**src/rtl/viterbi_pkg.sv**
```systemverilog
// Shared types and sizing helpers for the Viterbi add-compare-select datapath.
package viterbi_pkg;
   typedef enum logic [1:0] {IDLE, ACS, COMMIT} fsm_t;

   function automatic int clog2(input int v);
      int r;
      r = 0;
      while ((1 << r) < v) r = r + 1;
      return r;
   endfunction

   function automatic int S_OF(input int m);
      return 1 << (m - 1);
   endfunction

   function automatic int BM_W_OF(input int n);
      return clog2(n + 1);
   endfunction
endpackage

```
**src/rtl/viterbi_branch_metric.sv**
```systemverilog
// Hamming distance between the received symbol and the code word the encoder
// would emit for input u from state p.
module viterbi_branch_metric
   import viterbi_pkg::*;
#(
   parameter int N    = 2,
   parameter int M    = 4,
   parameter int BM_W = BM_W_OF(N)
) (
   input  logic [N-1:0][0:M-1] g,
   input  logic [0:M-2]        p,
   input  logic                u,
   input  logic [0:N-1]        sym,
   output logic [BM_W-1:0]     bm
);
   always_comb begin
      bm = '0;
      for (int x = 0; x < N; x++) begin
         bm = bm + BM_W'((^(g[x] & {u, p})) ^ sym[x]);
      end
   end
endmodule

```
**src/rtl/viterbi_acs_unit.sv**
```systemverilog
// Serial add-compare-select engine: one next state per cycle, normalised commit,
// one survivor-decision word per received symbol.
module viterbi_acs_unit
   import viterbi_pkg::*;
#(
   parameter  int N      = 2,
   parameter  int M      = 4,
   parameter  int PM_W   = 8,
   localparam int S      = S_OF(M),
   localparam int ADDR_W = (clog2(N) < 1) ? 1 : clog2(N)
) (
   input  logic              clk,
   input  logic              reset,
   input  logic              load,
   input  logic [ADDR_W-1:0] address,
   input  logic [0:M-1]      data,
   input  logic              frame_start,
   input  logic              sym_valid,
   output logic              sym_ready,
   input  logic [0:N-1]      sym,
   output logic              dec_valid,
   output logic [S-1:0]      dec_bits,
   output logic [M-2:0]      best_state
);
   localparam int              BM_W    = BM_W_OF(N);
   localparam logic [PM_W-1:0] PM_MAX  = '1;
   localparam logic [M-2:0]    NS_LAST = '1;

   fsm_t                fsm;
   logic [N-1:0][0:M-1] g_r;
   logic [PM_W-1:0]     pm  [S];
   logic [PM_W-1:0]     npm [S];
   logic [0:N-1]        sym_r;
   logic [M-2:0]        ns;
   logic [S-1:0]        dec_work;
   logic [PM_W-1:0]     min_pm;
   logic [M-2:0]        min_idx;
   logic                u;
   logic [0:M-2]        p0, p1;
   logic [BM_W-1:0]     bm0, bm1;
   logic [PM_W-1:0]     c0, c1, win;
   logic                choose1;

   function automatic logic [PM_W-1:0] sat_add(input logic [PM_W-1:0] a,
                                               input logic [BM_W-1:0] b);
      logic [PM_W:0] s;
      s = {1'b0, a} + (PM_W + 1)'(b);
      return s[PM_W] ? PM_MAX : s[PM_W-1:0];
   endfunction

   assign sym_ready = (fsm == IDLE) & ~frame_start;

   // next state ns = {u, q}; its two predecessors differ only in the oldest bit
   assign u  = ns[M-2];
   assign p0 = {ns[M-3:0], 1'b0};
   assign p1 = {ns[M-3:0], 1'b1};

   viterbi_branch_metric #(.N(N), .M(M), .BM_W(BM_W)) u_bm0 (
      .g(g_r), .p(p0), .u(u), .sym(sym_r), .bm(bm0)
   );
   viterbi_branch_metric #(.N(N), .M(M), .BM_W(BM_W)) u_bm1 (
      .g(g_r), .p(p1), .u(u), .sym(sym_r), .bm(bm1)
   );

   always_comb begin
      c0      = sat_add(pm[p0], bm0);
      c1      = sat_add(pm[p1], bm1);
      choose1 = (c1 < c0);
      win     = choose1 ? c1 : c0;
   end

   always_ff @(posedge clk or posedge reset) begin
      if (reset) begin
         fsm        <= IDLE;
         ns         <= '0;
         g_r        <= '0;
         dec_valid  <= 1'b0;
         dec_bits   <= '0;
         best_state <= '0;
         for (int k = 0; k < S; k++) pm[k] <= (k == 0) ? '0 : PM_MAX;
      end else begin
         dec_valid <= 1'b0;
         unique case (fsm)
            IDLE: begin
               if (load && (32'(address) < N)) g_r[address] <= data;
               if (frame_start) begin
                  for (int k = 0; k < S; k++) pm[k] <= (k == 0) ? '0 : PM_MAX;
               end else if (sym_valid) begin
                  ns  <= '0;
                  fsm <= ACS;
               end
            end
            ACS: begin
               if (frame_start) begin
                  for (int k = 0; k < S; k++) pm[k] <= (k == 0) ? '0 : PM_MAX;
                  fsm <= IDLE;
               end else begin
                  ns <= ns + 1'b1;
                  if (ns == NS_LAST) fsm <= COMMIT;
               end
            end
            COMMIT: begin
               if (frame_start) begin
                  for (int k = 0; k < S; k++) pm[k] <= (k == 0) ? '0 : PM_MAX;
               end else begin
                  for (int k = 0; k < S; k++) pm[k] <= npm[k] - min_pm;
                  dec_bits   <= dec_work;
                  best_state <= min_idx;
                  dec_valid  <= 1'b1;
               end
               fsm <= IDLE;
            end
            default: fsm <= IDLE;
         endcase
      end
   end

   // candidate buffer and running minimum; fully rewritten every step
   always_ff @(posedge clk) begin
      if (fsm == IDLE && sym_valid && sym_ready) sym_r <= sym;
      if (fsm == ACS) begin
         npm[ns]      <= win;
         dec_work[ns] <= choose1;
         if (ns == '0 || win < min_pm) begin
            min_pm  <= win;
            min_idx <= ns;
         end
      end
   end
endmodule
```
**config.mk**
```make
export PLATFORM = sky130hd
export DESIGN_NAME = viterbi_acs_unit
export DESIGN_NICKNAME = d
export VERILOG_FILES = /design/src/rtl/viterbi_pkg.sv /design/src/rtl/viterbi_branch_metric.sv /design/src/rtl/viterbi_acs_unit.sv
export SDC_FILE = /design/constraint.sdc
export NUM_CORES = 1
export LEC_CHECK = 0
export CORE_ASPECT_RATIO = 0.7
export CORE_MARGIN = 2
export CORE_UTILIZATION = 55
export DETAILED_ROUTE_END_ITERATION = 8
export HOLD_SLACK_MARGIN = 0.05
export PLACE_DENSITY = 0.75
export RECOVER_POWER = 100
export SYNTH_ARGS = -nofsm -noshare
export SYNTH_HDL_FRONTEND = slang
export SYNTH_HIERARCHICAL = 1
export SYNTH_SLANG_ARGS = --single-unit
```
**constraint.sdc**
```tcl
create_clock -name clk -period 5.44 [get_ports clk]
set_input_delay 1.088 -clock clk [delete_from_list [all_inputs] [get_ports clk]]
set_output_delay 1.088 -clock clk [all_outputs]
set_load 0.03 [all_outputs]
```
Word level (Yosys, flattened, before mapping)
Memories as Yosys holds them, arrays and structs flattened.
Index checks and enable logic that the tools add are counted.
{"block": "totals", "regBits": 110, "latchBits": 0, "mem_bits_rw": 64, "mem_bits_ro": 0, "inputBits": 12, "out_inout_bits": 13, "elab_cells": 112, "mem_count": 1}
{"block": "op_classes", "addsub": 13, "n_mul": 0, "n_div": 0, "n_lt_le_gt_ge": 8, "eq_ne": 8, "shifts": 0, "mux": 31, "n_bitwise": 12, "reduce_logical": 20}
{"memory": "npm", "words": 8, "width": 8, "rd": 8, "rd_clocked_by_memory_dff": 0, "write_ports": 1, "line": "viterbi_acs_unit.sv:32", "source": "logic [PM_W-1:0] npm [S];"}
{"op": "$mux 64", "n": 2}
{"op": "$pmux 64 s2", "n": 1}
{"op": "$sub 8x8->8", "n": 8}
{"op": "$mux 8", "n": 7}
{"op": "$bmux 8 s3", "n": 2}
{"op": "$add 8x2->9", "n": 2}
{"op": "$and 4x4->4", "n": 4}
{"op": "$bwmux 8", "n": 2}
{"op": "$lt 8x8->1", "n": 2}
{"op": "$reduce_xor 4->1", "n": 4}
{"op": "$mux 3", "n": 3}
{"op": "$ge 4x4->1 const B", "n": 2}
{"op": "$mux 2", "n": 4}
{"op": "$not 3->4", "n": 2}
{"op": "$reduce_and 2->1", "n": 4}
{"op": "$ne 2x2->1 const B", "n": 3}
{"op": "$pmux 3 s2", "n": 1}
{"op": "$mux 1", "n": 5}
{"op": "$add 2x2->2", "n": 2}
{"op": "$demux 4 s1", "n": 1}
{"op": "$logic_and 1x1->1", "n": 4}
{"op": "$lt 3x4->1 const B", "n": 1}
{"op": "$mux 4", "n": 1}
{"op": "$pmux 2 s2", "n": 1}
{"op": "other kinds (20)", "n": 24}

Depth between registers and ports, before layout
{"block": "depth", "word_depth": 11, "ltp_mapped": 27, "ltp_nobuf": 25}

By module
The synthesis kept the hierarchy.
{"module": "viterbi_acs_unit", "instances": 1, "cells_each": 818, "area_per_inst_um2": 9395.3, "seq_area_each_um2": 4849.7}
{"module": "viterbi_branch_metric", "instances": 2, "cells_each": 15, "area_per_inst_um2": 122.6, "seq_area_each_um2": 0.0}

Worst setup path before layout
No wires, ideal clock.
{"block": "synth_path", "path_type": "register to register", "startpoint": "register ns[1]", "endpoint": "register min_idx[0] (enable)", "setup_ns": 0.340, "arrival_time_ns": 5.361, "t_required_ns": 5.100, "setup_slack_ns": -0.260, "stages_incl_launch_ff": 26, "n_path_buf": 4, "synth_period_minus_slack_ns": 5.700, "path_cell_list": "dfrtp_1 > buf_6 > buf_1 > mux4_2 > ha_1 > inv_1 > fa_1 > nand4b_2 > or2_1 > buf_4 > nand2_1 > ha_1 > a21o_1 > a21o_1 > a21oi_1 > o21ai_0 > a21o_1 > buf_6 > a21oi_1 > ha_1 > a21oi_1 > nor2b_1 > o21ai_0 > o21ai_0 > o31ai_1 > o211a_1"}
{"block": "synth_between", "elab_chain_len": 11, "word_cells_on_any_way": 32, "classes_between": "4 x add/sub; 2 x order compare; 9 x mux; 10 x bitwise; 7 x reduce/logical"}
{"element": "start: declaration", "line": "viterbi_acs_unit.sv:34", "source": "logic [M-2:0] ns;"}
{"element": "start signal: assignment", "line": "viterbi_acs_unit.sv:98", "source": "ns <= ns + 1'b1;"}
{"element": "$and 4x4->4, or another cell as far along", "line": "viterbi_branch_metric.sv:19", "source": "bm = bm + BM_W'((^(g[x] & {u, p})) ^ sym[x]);"}
{"element": "$reduce_xor 4->1, or another cell as far along", "line": "viterbi_branch_metric.sv:19"}
{"element": "$xor 1x1->1, or another cell as far along", "line": "viterbi_branch_metric.sv:19"}
{"element": "$add 2x2->2, or another cell as far along", "line": "viterbi_branch_metric.sv:19"}
{"element": "$add 8x2->9", "line": "viterbi_acs_unit.sv:47", "source": "s = {1'b0, a} + (PM_W + 1)'(b);"}
{"element": "$mux 8", "line": "viterbi_acs_unit.sv:48", "source": "return s[PM_W] ? PM_MAX : s[PM_W-1:0];"}
{"element": "$lt 8x8->1", "line": "viterbi_acs_unit.sv:68", "source": "choose1 = (c1 < c0);"}
{"element": "$mux 8 *", "line": "viterbi_acs_unit.sv:69", "source": "win = choose1 ? c1 : c0;"}
{"element": "net win[5]", "line": "viterbi_acs_unit.sv:41", "source": "logic [PM_W-1:0] c0, c1, win;"}
{"element": "$lt 8x8->1 *", "line": "viterbi_acs_unit.sv:124", "source": "if (ns == '0 || win < min_pm) begin"}
{"element": "$logic_or 1x1->1 *", "line": "viterbi_acs_unit.sv:124"}
{"element": "$reduce_and 2->1 (no source line) *"}
{"element": "end signal: assignment", "line": "viterbi_acs_unit.sv:126", "source": "min_idx <= ns;"}
{"element": "end: declaration", "line": "viterbi_acs_unit.sv:37", "source": "logic [M-2:0] min_idx;"}
Mark *: on every way through the listed nets, which the timed path passes. The rest lies on a longest branch. The select of a mux whose other input is x is not followed.
A chain may end at the register's enable or synchronous reset.

Worst setup path in the final report
{"block": "layout_path", "startpoint": "register ns[2]", "endpoint": "register min_pm[4] (enable)"}
{"block": "layout_between", "elab_chain_len": 11, "word_cells_on_any_way": 24, "classes_between": "4 x add/sub; 2 x order compare; 3 x mux; 8 x bitwise; 7 x reduce/logical"}
{"element": "$and 4x4->4", "line": "viterbi_branch_metric.sv:19"}
{"element": "$reduce_xor 4->1", "line": "viterbi_branch_metric.sv:19"}
{"element": "$xor 1x1->1", "line": "viterbi_branch_metric.sv:19"}
{"element": "$add 2x2->2 *", "line": "viterbi_branch_metric.sv:19"}
{"element": "net bm0[0]", "line": "viterbi_acs_unit.sv:40", "source": "logic [BM_W-1:0] bm0, bm1;"}
{"element": "$add 8x2->9 *", "line": "viterbi_acs_unit.sv:47"}
{"element": "$mux 8 *", "line": "viterbi_acs_unit.sv:48"}
{"element": "$lt 8x8->1", "line": "viterbi_acs_unit.sv:68"}
{"element": "$mux 8 *", "line": "viterbi_acs_unit.sv:69"}
{"element": "net win[6]", "line": "viterbi_acs_unit.sv:41"}
{"element": "$lt 8x8->1 *", "line": "viterbi_acs_unit.sv:124"}
{"element": "$logic_or 1x1->1 *", "line": "viterbi_acs_unit.sv:124"}
{"element": "$reduce_and 2->1 (no source line) *"}
{"element": "end signal: assignment", "line": "viterbi_acs_unit.sv:125", "source": "min_pm <= win;"}
{"element": "end: declaration", "line": "viterbi_acs_unit.sv:36", "source": "logic [PM_W-1:0] min_pm;"}
Mark *: on every way through the listed nets, which the timed path passes. The rest lies on a longest branch.

==> flow_summary.json <==
{
  "initial_antenna_violation_count": 0,
  "post_dp_cell_area_mm2": 0.01035,
  "clock_tree_from_tritoncts": "yes",
  "crit_fanout": 6,
  "netlist-cell-type-count": 55,
  "combined_area_of_the_multi_input_logic_cells_mm2": 0.004682,
  "cap_violations": 0,
  "num_vias": 6524,
  "number_of_buffers_inserted_during_clock_tree_synthesis": 17,
  "drt_pass1_iterations": 5,
  "vert_die_dim_um": 114.8,
  "sequential_cell_area_mm2": 0.004852,
  "netSwitchingPower_w": 0.002490,
  "seqPwrFrac_pct": 29.6,
  "rsz0062_at_grt": "yes",
  "crit-reg2reg-launch": "ns[2]",
  "min-delay-path-class": "reg -> reg",
  "insertion_delay_ns": 0.44,
  "cts_num_sinks": 174,
  "detail_route.wirelength_um": 22160,
  "grt_pass1_wl_um": 35440,
  "placeableCoreArea_mm2": 0.01717,
  "leakage_power_of_the_design_nw": 4.633,
  "synth.yosys.seq_area_share_pct": 50.30,
  "area.growth.synth_to_final_pct": 15.96,
  "violations": "setup timing",
  "startpoint_types": "register",
  "power.density_mw_per_mm2": 565.2,
  "netlist_instances": 848,
  "setup_viol_count_final": 11,
  "drt_first_iter_violations": 545,
  "grt_use_total_pct": 25.34,
  "cts_max_level": 4,
  "most_used_flip_flop_cell_after_synthesis": "edfxtp_1",
  "postSynthRegisterBits": 174,
  "grt_max_degree": 58,
  "clockPowerShare_pct": 18.3,
  "outcome": "finished with violations",
  "final_layout_size_suffix_gt1_share_pct": 21.65,
  "critical_path.slowest_cell": "dfrtp_1",
  "finalPower_w": 0.006318,
  "hold_path.startpoint": "dec_work[4]",
  "clk_pin_slew_worst_paths_ns": 0.07,
  "gpl.final_weighted_congestion": 0.8714,
  "end_kind": "register",
  "fin_cells": 1155,
  "cp_top_family": "compound AO/OA/AOI/OAI gates",
  "arrival_ns": 5.67,
  "whs_path_depth": 2,
  "antenna_cells_inserted": 0,
  "dpl.hpwl_um": 15270,
  "timing_worst_setup_path_type": "reg -> reg",
  "r2r_cells": 26,
  "ant_nets": 0,
  "place.detailed.instances": 1113,
  "wire_per_inst_um": 19.19,
  "tightest_slew_ns": 1.185,
  "synth_area_mm2": 0.009640,
  "grt_overflow_total": 0,
  "fin_setup_tns_ns": -0.5683,
  "worst_hold_path.endpoint": "dec_bits[4]",
  "remaining_drc_errors": 0,
  "hold_ws_ns": 0.4373,
  "fillers": 1258,
  "p_int_w": 0.003828,
  "comb_power_share_pct": 52.1,
  "clock-skew-final_ns": 0.009683,
  "rows": 40,
  "critical_path.reg2reg.endpoint": "min_pm[4]",
  "timing.critical_path.required_ns": 5.61,
  "clock_tree.buffer_depth": 2,
  "cpMostUsedCell": "o21ai_1",
  "power.share.switching_pct": 39.41,
  "worst-r2r-setup-slack_ns": -0.07,
  "synth_edf_count": 85,
  "grt_pass1_vias": 6671,
  "die-width_um": 162.2,
  "effective_utilization_at_floorplan_pct": 56.16,
  "num_io_pins": 25,
  "layout.nets": 1012,
  "ir_worst_vdd_v": 0.0003005,
  "min_period_ns": 5.505,
  "async_reset_ff_share_pct": 51.15,
  "overall_die_area_mm2": 0.01862,
  "ys.warnings.count": 6,
  "report.final.hold_viol_count": 0,
  "cp_num_buf_inv": 4,
  "post_drt_via_cell_ratio": 5.648,
  "timing.final.max_slew_violations": 0,
  "postLayoutSetupSlackWorst_ns": -0.06525,
  "maxClockFrequency_ghz": 0.1816,
  "max_stage_delay_ns": 0.41,
  "worst_slew_margin_rel_pct": 20.72,
  "io_buffers": 24,
  "clockRootBuffer": "clkbuf_16",
  "final_min_period_over_clock_period_pct": 101.2,
  "final_cell_area_mm2": 0.01118,
  "avgSynthCellArea_um2": 11.37
}
cell families (layout without fill, tap and decap cells):
kind of cell | Yosys count | count (layout) | share of synthesized area (%)
mux | 28 | 28 | 5.243
other cells | 2 | 4 | 0.07790
buf+inv | 78 | 152 | 3.270
flops | 174 | 174 | 50.30
fa+ha+maj | 89 | 89 | 12.33
xor+xnor | 62 | 62 | 6.204
simple gates | 238 | 238 | 11.23
compound gates | 177 | 177 | 11.34
layout make-up:
type	count	area share [%]
Clock buffer	19	3.872
Clock inverter	13	1.041
Inverter	54	1.847
Multi-Input combinational cell	598	41.88
Sequential cell	174	43.40
Tap cell	231	2.585
Timing Repair Buffer	66	5.372
cells in the mapped netlist (2+ instances only):
cell type	instances	share of area, %
nor3_1	3	0.16
o21ai_0	30	1.6
mux4_1	3	0.82
nand3_1	9	0.47
ha_1	79	10
buf_1	5	0.19
a311oi_1	7	0.64
dfrtp_1	33	8.6
o21a_1	2	0.16
o211ai_1	2	0.16
a32o_1	2	0.21
nand2_1	86	3.3
mux2_2	11	1.3
a21boi_0	3	0.23
xnor3_1	4	0.93
edfxtp_1	85	26
nand4_1	4	0.26
a22o_1	2	0.18
buf_4	2	0.16
nor2b_1	16	1.0
dfstp_2	56	15
mux4_2	13	3.0
clkbuf_1	15	0.58
a31o_2	7	0.64
xor2_1	30	2.7
conb_1	2	0.078
a21o_1	25	1.9
inv_1	53	2.1
buf_6	2	0.23
nor2_1	89	3.5
a211oi_1	8	0.62
a21oi_1	78	4.0
or2_2	2	0.13
o21bai_1	6	0.47
fa_1	10	2.1
nand2b_1	18	1.2
xnor2_1	28	2.5
cell usage in the layout, fill, tap and decap left out, types with 5 or more instances in the layout:
cell type / count
dfrtp_1: 31
xnor2_1: 28
dfstp_2: 56
o21bai_1: 6
nand2b_1: 18
ha_4: 5
a311oi_1: 7
edfxtp_1: 85
mux4_2: 13
nand2_1: 84
a21o_1: 24
a211oi_1: 8
ha_1: 71
nand3_1: 9
a31o_2: 7
inv_1: 49
clkbuf_16: 18
a21oi_1: 73
nor2b_1: 13
xor2_1: 30
nor2_1: 86
o21ai_0: 25
fa_1: 8
clkdlybuf4s50_1: 24
buf_4: 36
mux2_2: 10
stage by stage:
stage / util (%) / worst slack (ns)
after floorplan: - / 0.006391
after global placement: 60.30 / -0.1233
after detailed placement: 60.30 / -0.2319
after CTS: 63.86 / 0.01508
after global routing: 65.12 / -0.2473
final: 65.12 / -0.06525
how the worst max path moves through the flow:
stage	from	endpoint	slack, ns	cells after the start
2_1_floorplan	ns[1]	min_idx[0]	0.006	25
3_3_place_gp	ns[1]	min_pm[7]	-0.12	24
3_5_place_dp	g_r[2]	min_pm[5]	-0.23	23
4_1_cts	g_r[2]	min_pm[3]	0.02	26
5_1_grt	g_r[1]	min_pm[4]	-0.25	24
6_report	ns[2]	min_pm[4]	-0.07	26
flip-flops by register name, summed over array words and instances, names as in the netlist:
register,count
ns,3
dec_valid,1
dec_work,8
min_idx,3
g_r,8
dec_bits,8
npm,64
best_state,3
fsm,2
min_pm,8
sym_r,2
pm,64
power groups by stage:
stage                     combinational [W]  clock [W]  sequential (W)
after floorplan                     0.00201          0         0.00185
after global placement              0.00281          0         0.00189
after detailed placement            0.00287          0         0.00189
after CTS                           0.00298    0.00117         0.00187
after global routing                0.00361    0.00123         0.00188
final                               0.00329    0.00116         0.00187
worst min-delay path: cells and delay by family, from the launching register on:
family	cells	cell delay (ns)
DFF	1	0.32
and+or+nand+nor	2	0.08
timing repair:
item / CTS / global route
setup endpoints to repair: 11 / 11
hold buffers: 0 / 0
gates cloned: 0 / 1
resized for setup: 7 / 35
buffers inserted: 3 / 6
pin swaps: 1 / 22
layer usage:
metal | wire, um | vias up | GRT usage (%)
li1 | - | 3117 | -
met1 | 10720 | 3245 | 36.53
met4 | 485 | 0 | 8.024
met2 | 9963 | 132 | 39.35
met5 | 0 | - | 0
met3 | 996 | 30 | 4.906
Power figures use the tool's default switching activity.
